[config.mk]
export PLATFORM = sky130hd
export DESIGN_NAME = mips_id_ex_stage_flat
export DESIGN_NICKNAME = d
export VERILOG_FILES = /design/src/rtl/mips_pkg.sv /design/src/rtl/mips_id_ex_stage_if.sv /design/src/rtl/mips_alu_control.sv /design/src/rtl/mips_id_ex_stage.sv /design/src/flat_wrapper.sv
export SDC_FILE = /design/constraint.sdc
export NUM_CORES = 1
export LEC_CHECK = 0
export CORE_UTILIZATION = 31
export CTS_CLUSTER_DIAMETER = 100
export DETAILED_ROUTE_END_ITERATION = 7
export MAX_ROUTING_LAYER = met4
export PLACE_DENSITY = 0.74
export SLEW_MARGIN = 20
export SYNTH_ARGS = -nofsm -noshare
export SYNTH_HDL_FRONTEND = slang
export SYNTH_SLANG_ARGS = --single-unit
[constraint.sdc]
create_clock -name clk -period 4.5 [get_ports clk]
set_input_delay 0.675 -clock clk [delete_from_list [all_inputs] [get_ports clk]]
set_output_delay 0.675 -clock clk [all_outputs]
set_load 0.02 [all_outputs]
[src/rtl/mips_pkg.sv]
// Shared encodings for the MIPS ID/EX stage: ALUOp selectors, R-type funct codes
// and the 4-bit ALUCtr codes understood by mips_alu.
package mips_pkg;

  localparam logic [1:0] ALUOP_ADD   = 2'b00;
  localparam logic [1:0] ALUOP_SUB   = 2'b01;
  localparam logic [1:0] ALUOP_FUNCT = 2'b10;
  localparam logic [1:0] ALUOP_OR    = 2'b11;

  localparam logic [5:0] FUNCT_ADD = 6'b100000;
  localparam logic [5:0] FUNCT_SUB = 6'b100010;
  localparam logic [5:0] FUNCT_AND = 6'b100100;
  localparam logic [5:0] FUNCT_OR  = 6'b100101;
  localparam logic [5:0] FUNCT_NOR = 6'b100111;
  localparam logic [5:0] FUNCT_SLT = 6'b101010;
  localparam logic [5:0] FUNCT_SLL = 6'b000000;
  localparam logic [5:0] FUNCT_SRL = 6'b000010;

  localparam logic [3:0] ALUCTR_AND  = 4'b0000;
  localparam logic [3:0] ALUCTR_OR   = 4'b0001;
  localparam logic [3:0] ALUCTR_ADD  = 4'b0010;
  localparam logic [3:0] ALUCTR_SLL  = 4'b0100;
  localparam logic [3:0] ALUCTR_SRL  = 4'b0101;
  localparam logic [3:0] ALUCTR_SUB  = 4'b0110;
  localparam logic [3:0] ALUCTR_SLT  = 4'b0111;
  localparam logic [3:0] ALUCTR_NOR  = 4'b1100;
  localparam logic [3:0] ALUCTR_NONE = 4'b1111;

endpackage

[src/rtl/mips_id_ex_stage_if.sv]
// Signal bundle between ID, the ID/EX stage, the forwarding sources and the EX consumers.
// slave = the ID/EX stage itself, master = whoever drives ID and observes EX.
interface mips_id_ex_stage_if #(
  parameter int REG_ADDR_W = 5,
  parameter int DATA_W     = 32
);
  logic                  id_valid;
  logic [REG_ADDR_W-1:0] id_rs;
  logic [REG_ADDR_W-1:0] id_rt;
  logic [REG_ADDR_W-1:0] id_rd;
  logic [DATA_W-1:0]     id_readData1;
  logic [DATA_W-1:0]     id_readData2;
  logic [DATA_W-1:0]     id_imm;
  logic [4:0]            id_shamt;
  logic [5:0]            id_funct;
  logic [1:0]            id_ALUOp;
  logic                  id_ALUSrc;
  logic                  id_RegDst;
  logic                  id_RegWrite;
  logic                  id_MemRead;
  logic                  id_MemWrite;
  logic                  id_MemtoReg;
  logic                  hold;
  logic                  flush;
  logic                  exmem_RegWrite;
  logic [REG_ADDR_W-1:0] exmem_rd;
  logic [DATA_W-1:0]     exmem_result;
  logic                  memwb_RegWrite;
  logic [REG_ADDR_W-1:0] memwb_rd;
  logic [DATA_W-1:0]     memwb_data;
  logic [DATA_W-1:0]     readData1;
  logic [DATA_W-1:0]     readData2;
  logic [4:0]            shamt;
  logic [3:0]            ALUCtr;
  logic [DATA_W-1:0]     ex_storeData;
  logic [REG_ADDR_W-1:0] ex_writeReg;
  logic                  ex_RegWrite;
  logic                  ex_MemRead;
  logic                  ex_MemWrite;
  logic                  ex_MemtoReg;
  logic                  loadUseHazard;

  modport master (
    output id_valid, id_rs, id_rt, id_rd, id_readData1, id_readData2, id_imm,
           id_shamt, id_funct, id_ALUOp, id_ALUSrc, id_RegDst, id_RegWrite,
           id_MemRead, id_MemWrite, id_MemtoReg, hold, flush,
           exmem_RegWrite, exmem_rd, exmem_result, memwb_RegWrite, memwb_rd, memwb_data,
    input  readData1, readData2, shamt, ALUCtr, ex_storeData, ex_writeReg,
           ex_RegWrite, ex_MemRead, ex_MemWrite, ex_MemtoReg, loadUseHazard
  );

  modport slave (
    input  id_valid, id_rs, id_rt, id_rd, id_readData1, id_readData2, id_imm,
           id_shamt, id_funct, id_ALUOp, id_ALUSrc, id_RegDst, id_RegWrite,
           id_MemRead, id_MemWrite, id_MemtoReg, hold, flush,
           exmem_RegWrite, exmem_rd, exmem_result, memwb_RegWrite, memwb_rd, memwb_data,
    output readData1, readData2, shamt, ALUCtr, ex_storeData, ex_writeReg,
           ex_RegWrite, ex_MemRead, ex_MemWrite, ex_MemtoReg, loadUseHazard
  );
endinterface

[src/rtl/mips_alu_control.sv]
// Combinational ALUOp/funct -> ALUCtr decode; unknown R-type funct maps to the
// "result 0" code so the ALU never performs an unintended operation.
module mips_alu_control
  import mips_pkg::*;
(
  input  logic [1:0] alu_op,
  input  logic [5:0] funct,
  output logic [3:0] alu_ctr
);

  always_comb begin
    alu_ctr = ALUCTR_NONE;
    case (alu_op)
      ALUOP_ADD: alu_ctr = ALUCTR_ADD;
      ALUOP_SUB: alu_ctr = ALUCTR_SUB;
      ALUOP_OR:  alu_ctr = ALUCTR_OR;
      ALUOP_FUNCT: begin
        case (funct)
          FUNCT_ADD: alu_ctr = ALUCTR_ADD;
          FUNCT_SUB: alu_ctr = ALUCTR_SUB;
          FUNCT_AND: alu_ctr = ALUCTR_AND;
          FUNCT_OR:  alu_ctr = ALUCTR_OR;
          FUNCT_NOR: alu_ctr = ALUCTR_NOR;
          FUNCT_SLT: alu_ctr = ALUCTR_SLT;
          FUNCT_SLL: alu_ctr = ALUCTR_SLL;
          FUNCT_SRL: alu_ctr = ALUCTR_SRL;
          default:   alu_ctr = ALUCTR_NONE;
        endcase
      end
      default: alu_ctr = ALUCTR_NONE;
    endcase
  end

endmodule

[src/rtl/mips_id_ex_stage.sv]
// ID/EX pipeline register: latches decode, derives ALUCtr, selects ALU operands, detects load-use.
// Build option MIPS_FORWARD_EN: EX/MEM + MEM/WB forwarding; when undefined, a pure stall interlock.
module mips_id_ex_stage
  import mips_pkg::*;
#(
  parameter int REG_ADDR_W = 5,
  parameter int DATA_W     = 32
) (
  input logic               clk,
  input logic               reset,
  mips_id_ex_stage_if.slave bus
);

  typedef struct packed {
    logic [REG_ADDR_W-1:0] rs;
    logic [REG_ADDR_W-1:0] rt;
    logic [REG_ADDR_W-1:0] write_reg;
    logic [DATA_W-1:0]     rd1;
    logic [DATA_W-1:0]     rd2;
    logic [DATA_W-1:0]     imm;
    logic [4:0]            shamt;
    logic [3:0]            alu_ctr;
    logic                  alu_src;
    logic                  reg_write;
    logic                  mem_read;
    logic                  mem_write;
    logic                  mem_to_reg;
  } ex_reg_t;

  ex_reg_t           ex_q;
  ex_reg_t           ex_d;
  logic [3:0]        alu_ctr_s;
  logic              load_use_s;
  logic              ex_match_s;
  logic [DATA_W-1:0] fwd_rs_s;
  logic [DATA_W-1:0] fwd_rt_s;

  mips_alu_control u_alu_control (
    .alu_op  (bus.id_ALUOp),
    .funct   (bus.id_funct),
    .alu_ctr (alu_ctr_s)
  );

  assign ex_match_s = (ex_q.write_reg != '0) &&
                      ((ex_q.write_reg == bus.id_rs) || (ex_q.write_reg == bus.id_rt));

`ifdef MIPS_FORWARD_EN
  function automatic logic [DATA_W-1:0] fwd_operand(
    input logic [REG_ADDR_W-1:0] src,
    input logic [DATA_W-1:0]     rf_val,
    input logic                  exmem_we,
    input logic [REG_ADDR_W-1:0] exmem_rd,
    input logic [DATA_W-1:0]     exmem_val,
    input logic                  memwb_we,
    input logic [REG_ADDR_W-1:0] memwb_rd,
    input logic [DATA_W-1:0]     memwb_val
  );
    if (exmem_we && (exmem_rd != '0) && (exmem_rd == src)) begin
      return exmem_val;
    end else if (memwb_we && (memwb_rd != '0) && (memwb_rd == src)) begin
      return memwb_val;
    end else begin
      return rf_val;
    end
  endfunction

  assign fwd_rs_s = fwd_operand(ex_q.rs, ex_q.rd1, bus.exmem_RegWrite, bus.exmem_rd,
                                bus.exmem_result, bus.memwb_RegWrite, bus.memwb_rd, bus.memwb_data);
  assign fwd_rt_s = fwd_operand(ex_q.rt, ex_q.rd2, bus.exmem_RegWrite, bus.exmem_rd,
                                bus.exmem_result, bus.memwb_RegWrite, bus.memwb_rd, bus.memwb_data);
  assign load_use_s = bus.id_valid && ex_q.mem_read && ex_match_s;
`else
  logic mem_match_s;

  // Without forwarding, any in-flight producer of an ID source must stall ID.
  assign mem_match_s = bus.exmem_RegWrite && (bus.exmem_rd != '0) &&
                       ((bus.exmem_rd == bus.id_rs) || (bus.exmem_rd == bus.id_rt));
  assign fwd_rs_s    = ex_q.rd1;
  assign fwd_rt_s    = ex_q.rd2;
  assign load_use_s  = bus.id_valid &&
                       ((ex_match_s && (ex_q.mem_read || ex_q.reg_write)) || mem_match_s);
`endif

  // Next-state: hold keeps contents, bubbles zero everything, otherwise load from ID.
  always_comb begin
    ex_d = ex_q;
    if (bus.hold) begin
      ex_d = ex_q;
    end else if (bus.flush || load_use_s || !bus.id_valid) begin
      ex_d = '0;
    end else begin
      ex_d.rs         = bus.id_rs;
      ex_d.rt         = bus.id_rt;
      ex_d.write_reg  = bus.id_RegDst ? bus.id_rd : bus.id_rt;
      ex_d.rd1        = bus.id_readData1;
      ex_d.rd2        = bus.id_readData2;
      ex_d.imm        = bus.id_imm;
      ex_d.shamt      = bus.id_shamt;
      ex_d.alu_ctr    = alu_ctr_s;
      ex_d.alu_src    = bus.id_ALUSrc;
      ex_d.reg_write  = bus.id_RegWrite;
      ex_d.mem_read   = bus.id_MemRead;
      ex_d.mem_write  = bus.id_MemWrite;
      ex_d.mem_to_reg = bus.id_MemtoReg;
    end
  end

  always_ff @(posedge clk) begin
    if (reset) begin
      ex_q <= '0;
    end else begin
      ex_q <= ex_d;
    end
  end

  assign bus.readData1     = fwd_rs_s;
  assign bus.readData2     = ex_q.alu_src ? ex_q.imm : fwd_rt_s;
  assign bus.ex_storeData  = fwd_rt_s;
  assign bus.shamt         = ex_q.shamt;
  assign bus.ALUCtr        = ex_q.alu_ctr;
  assign bus.ex_writeReg   = ex_q.write_reg;
  assign bus.ex_RegWrite   = ex_q.reg_write;
  assign bus.ex_MemRead    = ex_q.mem_read;
  assign bus.ex_MemWrite   = ex_q.mem_write;
  assign bus.ex_MemtoReg   = ex_q.mem_to_reg;
  assign bus.loadUseHazard = load_use_s;

endmodule

[src/flat_wrapper.sv]
// flat-port wrapper written by rule: the top's interface ports become plain ports
module mips_id_ex_stage_flat import mips_pkg::*;
#(
  parameter int REG_ADDR_W = 5,
  parameter int DATA_W     = 32
)
  (clk, reset, bus_id_valid, bus_id_rs, bus_id_rt, bus_id_rd, bus_id_readData1, bus_id_readData2, bus_id_imm, bus_id_shamt, bus_id_funct, bus_id_ALUOp, bus_id_ALUSrc, bus_id_RegDst, bus_id_RegWrite, bus_id_MemRead, bus_id_MemWrite, bus_id_MemtoReg, bus_hold, bus_flush, bus_exmem_RegWrite, bus_exmem_rd, bus_exmem_result, bus_memwb_RegWrite, bus_memwb_rd, bus_memwb_data, bus_readData1, bus_readData2, bus_shamt, bus_ALUCtr, bus_ex_storeData, bus_ex_writeReg, bus_ex_RegWrite, bus_ex_MemRead, bus_ex_MemWrite, bus_ex_MemtoReg, bus_loadUseHazard);
  mips_id_ex_stage_if #(.REG_ADDR_W(REG_ADDR_W), .DATA_W(DATA_W)) bus_i ();
  input logic clk;
  input logic reset;
  input wire logic [$bits(bus_i.id_valid)-1:0] bus_id_valid;
  input wire logic [$bits(bus_i.id_rs)-1:0] bus_id_rs;
  input wire logic [$bits(bus_i.id_rt)-1:0] bus_id_rt;
  input wire logic [$bits(bus_i.id_rd)-1:0] bus_id_rd;
  input wire logic [$bits(bus_i.id_readData1)-1:0] bus_id_readData1;
  input wire logic [$bits(bus_i.id_readData2)-1:0] bus_id_readData2;
  input wire logic [$bits(bus_i.id_imm)-1:0] bus_id_imm;
  input wire logic [$bits(bus_i.id_shamt)-1:0] bus_id_shamt;
  input wire logic [$bits(bus_i.id_funct)-1:0] bus_id_funct;
  input wire logic [$bits(bus_i.id_ALUOp)-1:0] bus_id_ALUOp;
  input wire logic [$bits(bus_i.id_ALUSrc)-1:0] bus_id_ALUSrc;
  input wire logic [$bits(bus_i.id_RegDst)-1:0] bus_id_RegDst;
  input wire logic [$bits(bus_i.id_RegWrite)-1:0] bus_id_RegWrite;
  input wire logic [$bits(bus_i.id_MemRead)-1:0] bus_id_MemRead;
  input wire logic [$bits(bus_i.id_MemWrite)-1:0] bus_id_MemWrite;
  input wire logic [$bits(bus_i.id_MemtoReg)-1:0] bus_id_MemtoReg;
  input wire logic [$bits(bus_i.hold)-1:0] bus_hold;
  input wire logic [$bits(bus_i.flush)-1:0] bus_flush;
  input wire logic [$bits(bus_i.exmem_RegWrite)-1:0] bus_exmem_RegWrite;
  input wire logic [$bits(bus_i.exmem_rd)-1:0] bus_exmem_rd;
  input wire logic [$bits(bus_i.exmem_result)-1:0] bus_exmem_result;
  input wire logic [$bits(bus_i.memwb_RegWrite)-1:0] bus_memwb_RegWrite;
  input wire logic [$bits(bus_i.memwb_rd)-1:0] bus_memwb_rd;
  input wire logic [$bits(bus_i.memwb_data)-1:0] bus_memwb_data;
  output wire logic [$bits(bus_i.readData1)-1:0] bus_readData1;
  output wire logic [$bits(bus_i.readData2)-1:0] bus_readData2;
  output wire logic [$bits(bus_i.shamt)-1:0] bus_shamt;
  output wire logic [$bits(bus_i.ALUCtr)-1:0] bus_ALUCtr;
  output wire logic [$bits(bus_i.ex_storeData)-1:0] bus_ex_storeData;
  output wire logic [$bits(bus_i.ex_writeReg)-1:0] bus_ex_writeReg;
  output wire logic [$bits(bus_i.ex_RegWrite)-1:0] bus_ex_RegWrite;
  output wire logic [$bits(bus_i.ex_MemRead)-1:0] bus_ex_MemRead;
  output wire logic [$bits(bus_i.ex_MemWrite)-1:0] bus_ex_MemWrite;
  output wire logic [$bits(bus_i.ex_MemtoReg)-1:0] bus_ex_MemtoReg;
  output wire logic [$bits(bus_i.loadUseHazard)-1:0] bus_loadUseHazard;
  assign bus_i.id_valid = bus_id_valid;
  assign bus_i.id_rs = bus_id_rs;
  assign bus_i.id_rt = bus_id_rt;
  assign bus_i.id_rd = bus_id_rd;
  assign bus_i.id_readData1 = bus_id_readData1;
  assign bus_i.id_readData2 = bus_id_readData2;
  assign bus_i.id_imm = bus_id_imm;
  assign bus_i.id_shamt = bus_id_shamt;
  assign bus_i.id_funct = bus_id_funct;
  assign bus_i.id_ALUOp = bus_id_ALUOp;
  assign bus_i.id_ALUSrc = bus_id_ALUSrc;
  assign bus_i.id_RegDst = bus_id_RegDst;
  assign bus_i.id_RegWrite = bus_id_RegWrite;
  assign bus_i.id_MemRead = bus_id_MemRead;
  assign bus_i.id_MemWrite = bus_id_MemWrite;
  assign bus_i.id_MemtoReg = bus_id_MemtoReg;
  assign bus_i.hold = bus_hold;
  assign bus_i.flush = bus_flush;
  assign bus_i.exmem_RegWrite = bus_exmem_RegWrite;
  assign bus_i.exmem_rd = bus_exmem_rd;
  assign bus_i.exmem_result = bus_exmem_result;
  assign bus_i.memwb_RegWrite = bus_memwb_RegWrite;
  assign bus_i.memwb_rd = bus_memwb_rd;
  assign bus_i.memwb_data = bus_memwb_data;
  assign bus_readData1 = bus_i.readData1;
  assign bus_readData2 = bus_i.readData2;
  assign bus_shamt = bus_i.shamt;
  assign bus_ALUCtr = bus_i.ALUCtr;
  assign bus_ex_storeData = bus_i.ex_storeData;
  assign bus_ex_writeReg = bus_i.ex_writeReg;
  assign bus_ex_RegWrite = bus_i.ex_RegWrite;
  assign bus_ex_MemRead = bus_i.ex_MemRead;
  assign bus_ex_MemWrite = bus_i.ex_MemWrite;
  assign bus_ex_MemtoReg = bus_i.ex_MemtoReg;
  assign bus_loadUseHazard = bus_i.loadUseHazard;
  mips_id_ex_stage #(.REG_ADDR_W(REG_ADDR_W), .DATA_W(DATA_W)) u_core (.clk(clk), .reset(reset), .bus(bus_i));
endmodule
==> results.md, run 1 <==
- The largest area contributor in the netlist is dfxtp_1.
- The area used by multi-input combinational logic is 2014 sq um.
- The worst hold path startpoint is u_core.ex_q[21].
- The type of origin of the critical path is an input pin.
- The number of hold buffers added after cts is 0.
- The final clock skew is ~11 ps.
- The flow ran to the end, and the final reports show no timing, DRC or antenna violations.
- In this run the horizontal extent of the chip is roughly 130 um.
- Counting instances, the worst hold path has a depth of 1.
- The number of cells on the worst reg-to-reg path is 5.
- The worst setup path endpoint is bus_loadUseHazard.
- The areal power density over the cells is 342.2 nW/um^2.
- Entering global routing, the biggest net connects 116 pins.
- At the end of the flow, the number of nets in the layout was between 800 and 900.
- In this design, the critical path's most frequently occurring cell is clkdlybuf4s50_1.
- The H-tree depth reported by CTS is 4.
- The async set or reset register ratio after synthesis is 0.
- The number of clock buffers added by TritonCTS is 17.
- The synthesized netlist contains 31 unique library cells.
- The largest delay contributor family on the critical path is buffers and inverters.
- The final global-route overflow total is 0.
- The share of the Yosys chip area taken by registers is 0.4511.
- The category of the critical setup timing path is in2out.
- The class of the most critical hold timing path is reg2reg.
- The CTS tree is done.
- The met1 capacity usage during global routing is 0.1837.
- The first global-routing pass estimated 21780 um of wire.
- The root buffer cell chosen for the clock tree is clkbuf_16.
- The maximum achievable frequency is 298.9 MHz.
- In the layout the commonest cells are clkdlybuf4s50_1, a32o_1, dfxtp_1, mux2_2, xor2_1.
- After floorplanning, the core was divided into 46 placement rows.
- The via count of the routed design is 4246.
- The die area is 16980 sq um.
- The quantity of I/O buffers inserted on ports is 255.
- For this run, global-route usage on met3 was measured as 0.06355.
- The post-cts gate resize count is 0.
- The routed design could run at a clock period as short as 3346 ps.
- The later pin in the worst-skew pair is clocked with a latency of between 400 and 500 ps.
- The hold violation total from the final report is 0.
- The largest single stage delay on the critical path is 620 ps.
- The top fanout value on the critical path is 3.
- The antenna violation net count after detailed routing is 0.
- The via count of the first global-routing pass is 4251.
- The headroom to the max-slew limit is 0.3481.
- The number of antenna violations at the first check in global routing was 1.
- The combined buffer and inverter count along the critical path is 2.
- The largest vdd supply drop is around 220 uV.
- The count of cells in the finished layout, fillers not included, comes to 840.
- Hold timing on the final database bottoms out at a slack of 461.2 ps.
- Across the run, the number of max-cap violations was 0.
- The routed via count divided by cell count is between 5 and 6.
- STA puts the critical path data required time at 3830 ps.
- The I/O pin count is 326.
- met2 is the most crowded layer.
- The number of setup buffers added after CTS is 0.
- After detailed routing, the number of remaining DRC violations is 0.
- The detailed placer's ending HPWL is roughly 9900 um.
- The fraction of post-synthesis cell area in the top cell type by area is 0.4511.
- The final period utilization is 0.7436.
- The total nets after synthesis is 664.
- The average instance area after synthesis is between 10 and 15 sq um.
- The worst register-to-register path ends at u_core.ex_q[42].
- Setup repair after global routing left no endpoint under its margin.
- The synthesized area is just over 5000 sq um.
- Counting every sink on the clock net gives 115.
- The met2 usage is 0.2922.
- The synthesized design contains 0 enable-type register cells.
- Summed over all failing endpoints, the final setup total negative slack is 0 ps.
- The die height is 130.3 um.
- The depth of the critical timing path with buffers and inverters included is 7.
- The setup slack of the most critical reg-to-reg path is around 2100 ps.
- The number of search-and-repair iterations in the first detailed-routing pass is 4.
- Registers take 2303 sq um.
- Dividing the detail-routed wire length by the instance count gives between 15 and 20 um.
- The maximum clock path buffer count is 2.
- After clock tree synthesis, the clock-pin slew on the worst setup and hold paths is 50 ps.
- The worst-path cell with the longest stage delay is clkdlybuf4s50_1.
- The final core area utilization is 0.4844.
- The routed wire length is 14670 um.
- The flip-flop cell with the highest count after synthesis is dfxtp_1.
- Counting every instance in the synthesized netlist gives 453.
- The measured slew at the worst slew-check pin is 977.9 ps.
- At the end of routability-driven placement, the weighted congestion stood at 0.7533.
- STA classifies the critical path endpoint as a primary output.
- The flip-flop and latch count after synthesis is 115.
- Traced cell by cell, the critical path runs through clkdlybuf4s50_1, xor2_1, nor3_1, a22oi_1, o22a_4, nor2b_1, clkdlybuf4s50_1.
- After synthesis, the cell types taking the most area are dfxtp_1, a32o_1, buf_4.
- The filler cells instantiated in the layout total 1456.
- The number of failing setup endpoints in the final timing report is 0.
- Across every metal layer, demand over resource in global routing totals 0.1725.
- Leaving out fill and tap cells, the most frequent cell in the layout is clkdlybuf4s50_1.
- For this design the static power due to leakage is 2.784 nW.
- Counting tap cells, the placed design contains a total of 808 instances.
- The startpoint of the most critical register-to-register path is u_core.bus.ex_writeReg[0].
- The critical path starts at bus_id_rt[3].
- The initial standard-cell utilization of the core is 0.3190.
- From synthesis to final layout, the design area changed by 51.85%.
- The number of max-slew violations in the final report was 0.
- Yosys printed 0 warnings.
- For this block, the initial DRC count from the detailed router was 263.
- In the final layout, the share of cells above drive strength 1 is 0.1204.
- Overall power consumption after layout is estimated at ~2.7 mW.
- The total area inside the core boundary comes to 16000 sq um.
- The worst endpoint data arrival time is roughly 2700 ps.
[per-layer routing]
metal  up-vias  wire length (um)
met4         0               191
met2       189              7430
met5         -                 0
li1       2000                 -
met3        14              1164
met1      2043              5878
[Yosys cell counts (all sizes together), types with 3 or more instances]
cell type and count:
nor3 8, inv 3, buf 92, a32o 114
dfxtp 115, nor2 7, nor2b 4, xor2 20
mux2 37, clkbuf 28, o21ai 5
[logic make-up after synthesis]
| logic type | share of synthesized area |
|---|---|
| and+or+nand+nor | 0.02869 |
| xor gates and xnor gates | 0.03432 |
| AOI/OAI and AO/OA | 0.2459 |
| DFF | 0.4511 |
| buffers and inverters | 0.1584 |
| muxes | 0.08164 |
[area by class of cell]
cell class,count,area share
Clock inverter,12,0.01501
Timing Repair Buffer,259,0.3353
Antenna cell,1,0.0003229
Inverter,3,0.001453
Clock buffer,19,0.05586
Sequential cell,115,0.2972
Multi-Input combinational cell,215,0.2599
Tap cell,216,0.03487
[stage by stage]
step / area, sq um / setup WS, ps
finish: 7750 / 1154
global route: 7750 / 989.1
CTS: 7744 / 1140
detailed placement: 7194 / 1137
global placement: 7194 / 1165
floorplan: 5104 / 1819
[sequential cells by signal, indices dropped and copies added (netlist names)]
signal	count
u_core.bus.ALUCtr	4
u_core.bus.ex_MemRead	1
u_core.bus.ex_MemWrite	1
u_core.bus.ex_MemtoReg	1
u_core.bus.ex_RegWrite	1
u_core.bus.ex_storeData	32
u_core.bus.ex_writeReg	5
u_core.bus.readData1	32
u_core.bus.shamt	5
u_core.ex_q	33
[how the worst min path moves through the flow]
stage / to / slack [ps]
detailed placement: u_core.bus.readData1[25] / 450
floorplan: u_core.ex_q[14] / 440
global placement: u_core.ex_q[31] / 440
finish: u_core.ex_q[21] / 460
global route: u_core.ex_q[35] / 480
CTS: u_core.bus.readData1[26] / 470
[where the power goes]
part | switching, mW | leakage, nW | internal, mW
registers | 0.0202 | 0.933 | 1.05
logic | 0.131 | 1.58 | 0.198
clock network | 0.456 | 0.276 | 0.801
(Power assumes the default switching activity.)
==> run 2, diff against run 1 <==
--- a/config.mk
+++ b/config.mk
@@ -9,7 +9,7 @@
 export CTS_CLUSTER_DIAMETER = 100
 export DETAILED_ROUTE_END_ITERATION = 7
 export MAX_ROUTING_LAYER = met4
-export PLACE_DENSITY = 0.74
+export PLACE_DENSITY = 0.77
 export SLEW_MARGIN = 20
 export SYNTH_ARGS = -nofsm -noshare
 export SYNTH_HDL_FRONTEND = slang
==> constraint.sdc (replaced) <==
create_clock -name clk -period 2.7 [get_ports clk]
set_input_delay 0.405 -clock clk [delete_from_list [all_inputs] [get_ports clk]]
set_output_delay 0.405 -clock clk [all_outputs]
set_load 0.02 [all_outputs]
==> run 2 against run 1 <==
Effect of this change:
- via count grew 1.6%
- largest power group unchanged
- clock power grew 63%
- design area grew 0.90%
- highest routed layer unchanged
- core utilization grew 0.44 points
- worst setup slack lost 980 ps
- global-route usage shrank 0.23 points
==> results.md, run 2 (same netlist as run 1, synthesis figures left out) <==
- The flow ran to the end, and the final reports show no timing, DRC or antenna violations.
- The share of final-layout standard cells stronger than drive strength 1 is 0.1244 (+0.004017).
- The maximum clock path buffer count is 2 (unchanged).
- The placer congestion estimate is 0.7178 (-4.7%).
- The end point of the worst hold path is u_core.ex_q[18].
- The worst hold path begins at u_core.ex_q[18].
- The clock input transition at the sequential cells of the worst setup and hold paths was 50 ps (about the same).
- The number of non-filler instances in the completed layout is 843 (+0.36%).
- The final net count came to 828 (+0.73%).
- The wire length of the first global-routing pass is 21600 um (-0.79%).
- The routed via count divided by cell count is 5.117 (+1.2%).
- The largest net degree at the start of global routing is 64 (-45%).
- The DRC violation total after the first TritonRoute iteration is 284 (+8.0%).
- The maximum achievable frequency is 395.7 MHz.
- The clock sink count is 115 (unchanged).
- The antenna violation net count after detailed routing is 0 (unchanged).
- The instance area at placement is 7277 sq um (+1.1%).
- The total clock buffers created by CTS is 17 (unchanged).
- The minimum hold slack was 457.2 ps (-3.954 ps).
- The largest vdd supply drop was 371.9 uV (+68%).
- The category of the critical setup timing path is in2out.
- The detailed placer's ending HPWL is 10160 um (+2.2%).
- The number of cell instances on the worst register-to-register path came to 6 (+1).
- The quantity of I/O buffers inserted on ports is 255 (unchanged).
- The number of max-slew violations in the final report is 0 (unchanged).
- The final clock skew is 10.12 ps (-0.8879 ps).
- The top fanout value on the critical path was 3 (unchanged).
- The number of max-capacitance violations reported is 0 (unchanged).
- The worst setup path is launched from an input pin.
- Setup repair after global routing left no endpoint under its margin.
- The headroom to the max-slew limit came to 0.5490 (+0.2009).
- The post-route DRC violation count is 0 (unchanged).
- The number of failing setup endpoints in the final timing report is 0 (unchanged).
- The mean routed wirelength per cell is 17.22 um (-1.3%).
- The number of hold buffers added after cts is 0 (unchanged).
- The areal power density over the cells came to 562.2 nW/um^2 (+64%).
- The core box area is 16000 sq um (unchanged).
- The worst slack at placement came to -93.69 ps (-1230 ps).
- The reported leakage power is 2.821 nW (+1.3%).
- The hold violation total from the final report is 0 (unchanged).
- The design area is 7820 sq um (+0.90%).
- The die area is 16980 sq um (unchanged).
- The required arrival time at the worst endpoint is 2300 ps (-1530 ps).
- The clock latency reported for the late side of the worst-skew pair is 400 ps (about the same).
- The startpoint of the most critical register-to-register path is u_core.bus.ex_writeReg[0].
- Leaving out fill and tap cells, the most frequent cell in the layout is clkdlybuf4s50_1.
- The category of the worst setup path capture point is a primary output.
- The H-tree depth reported by CTS is 4 (unchanged).
- The number of antenna violations at the first check in global routing is 0 (-1).
- The I/O pin count is 326 (unchanged).
- The setup slack after layout is 173.1 ps (-980.9 ps).
- The terminus of the critical flop-to-flop path is u_core.bus.ex_storeData[6].
- The via count of the routed design came to 4314 (+1.6%).
- The setup slack of the most critical reg-to-reg path is 530 ps (-1590 ps).
- The via count of the first global-routing pass is 4307 (+1.3%).
- Dividing the final minimum period by the clock period gives 0.9359.
- After layout, the minimum clock period comes to 2527 ps.
- The cell sitting at the root of the clock tree is a clkbuf_16.
- The final global-route overflow total is 0 (unchanged).
- The initial standard-cell utilization of the core is 0.3190 (unchanged).
- In the layout the commonest cells are clkdlybuf4s50_1, a32o_1, dfxtp_1, mux2_2, xor2_1.
- The path class of the tightest hold or removal check is reg2reg.
- The antenna diode count is 0 (-1).
- The routed wire length is 14520 um (-0.99%).
- The depth of the worst hold-timing path is 1 (unchanged).
- The flip-flop count of the largest register, all copies and words added came to 33 (unchanged).
- The overall global routing resource usage is 0.1702 (-0.002289).
- The measured slew at the worst slew-check pin was 676.5 ps (-301.4 ps).
- The relative area change from synthesis to final layout is 53.22%.
- The register containing the most flip-flops in the final layout is u_core.ex_q.
- The sum of negative setup slack is 0 ps (unchanged).
- The worst endpoint data arrival time was 2120 ps (-550 ps).
- The number of search-and-repair iterations in the first detailed-routing pass was 4 (unchanged).
- The width of the die came to 130.3 um (unchanged).
- The number of standard-cell rows in the floorplan came to 46 (unchanged).
- TritonCTS built the clock tree.
- The number of instances in the placed design came to 814 (+0.74%).
- The die height is 130.3 um (unchanged).
-- run 2: through the flow --
stage / utilization / power (mW)
2_1_floorplan: - / 2.056
3_3_place_gp: 0.4548 / 2.355
3_5_place_dp: 0.4548 / 2.370
4_1_cts: 0.4887 / 4.462
5_1_grt: 0.4887 / 4.576
6_report: 0.4887 / 4.396
-- run 2: cell type report --
class / instances / area [sq um]
fillers: 1469 / 8180
repair buffers: 265 / 2676
flip-flops and latches: 115 / 2303
multi-input cells: 215 / 2014
clock buffers: 24 / 491.7
well taps: 216 / 270.3
clock inverters: 5 / 52.55
inverters: 3 / 11.26
-- run 2: worst max-delay path by stage --
stage | cells past startpoint | from | endpoint
6_report | 6 | bus_exmem_rd[2] | bus_loadUseHazard
5_1_grt | 3 | u_core.ex_q[4] | bus_readData2[6]
4_1_cts | 3 | u_core.ex_q[4] | bus_readData2[12]
3_5_place_dp | 7 | bus_id_rt[3] | bus_loadUseHazard
3_3_place_gp | 8 | bus_id_rt[0] | bus_loadUseHazard
2_1_floorplan | 8 | bus_id_rt[3] | bus_loadUseHazard
-- run 2: layer usage --
layer | up-vias | share of wire | global-route usage | wire (um)
li1 | 2016 | - | - | -
met1 | 2090 | 0.41 | 0.1847 | 5888
met2 | 197 | 0.51 | 0.2929 | 7338
met3 | 11 | 0.081 | 0.05658 | 1176
met4 | 0 | 0.0081 | 0.05267 | 117
met5 | - | 0 | - | 0
-- run 2: repair_timing --
item | CTS | global route
setup buffers | 0 | 0
gates resized for setup | 1 | 0
endpoints found under the setup margin | 1 | 0
hold endpoints to repair | 0 | 0
-- run 2: critical path: stages --
cell,delay [ps]
clkdlybuf4s50_1,480
or4_1,520
o21ai_1,200
o22a_4,170
nor2b_1,30
dlygate4sd2_1,320
-- run 2: power by group --
part / switching (mW) / internal [mW] / total [mW]
Clock: 0.718 / 1.34 / 2.06
Sequential: 0.0284 / 1.74 / 1.77
Combinational: 0.228 / 0.337 / 0.565
Total: 0.974 / 3.42 / 4.40
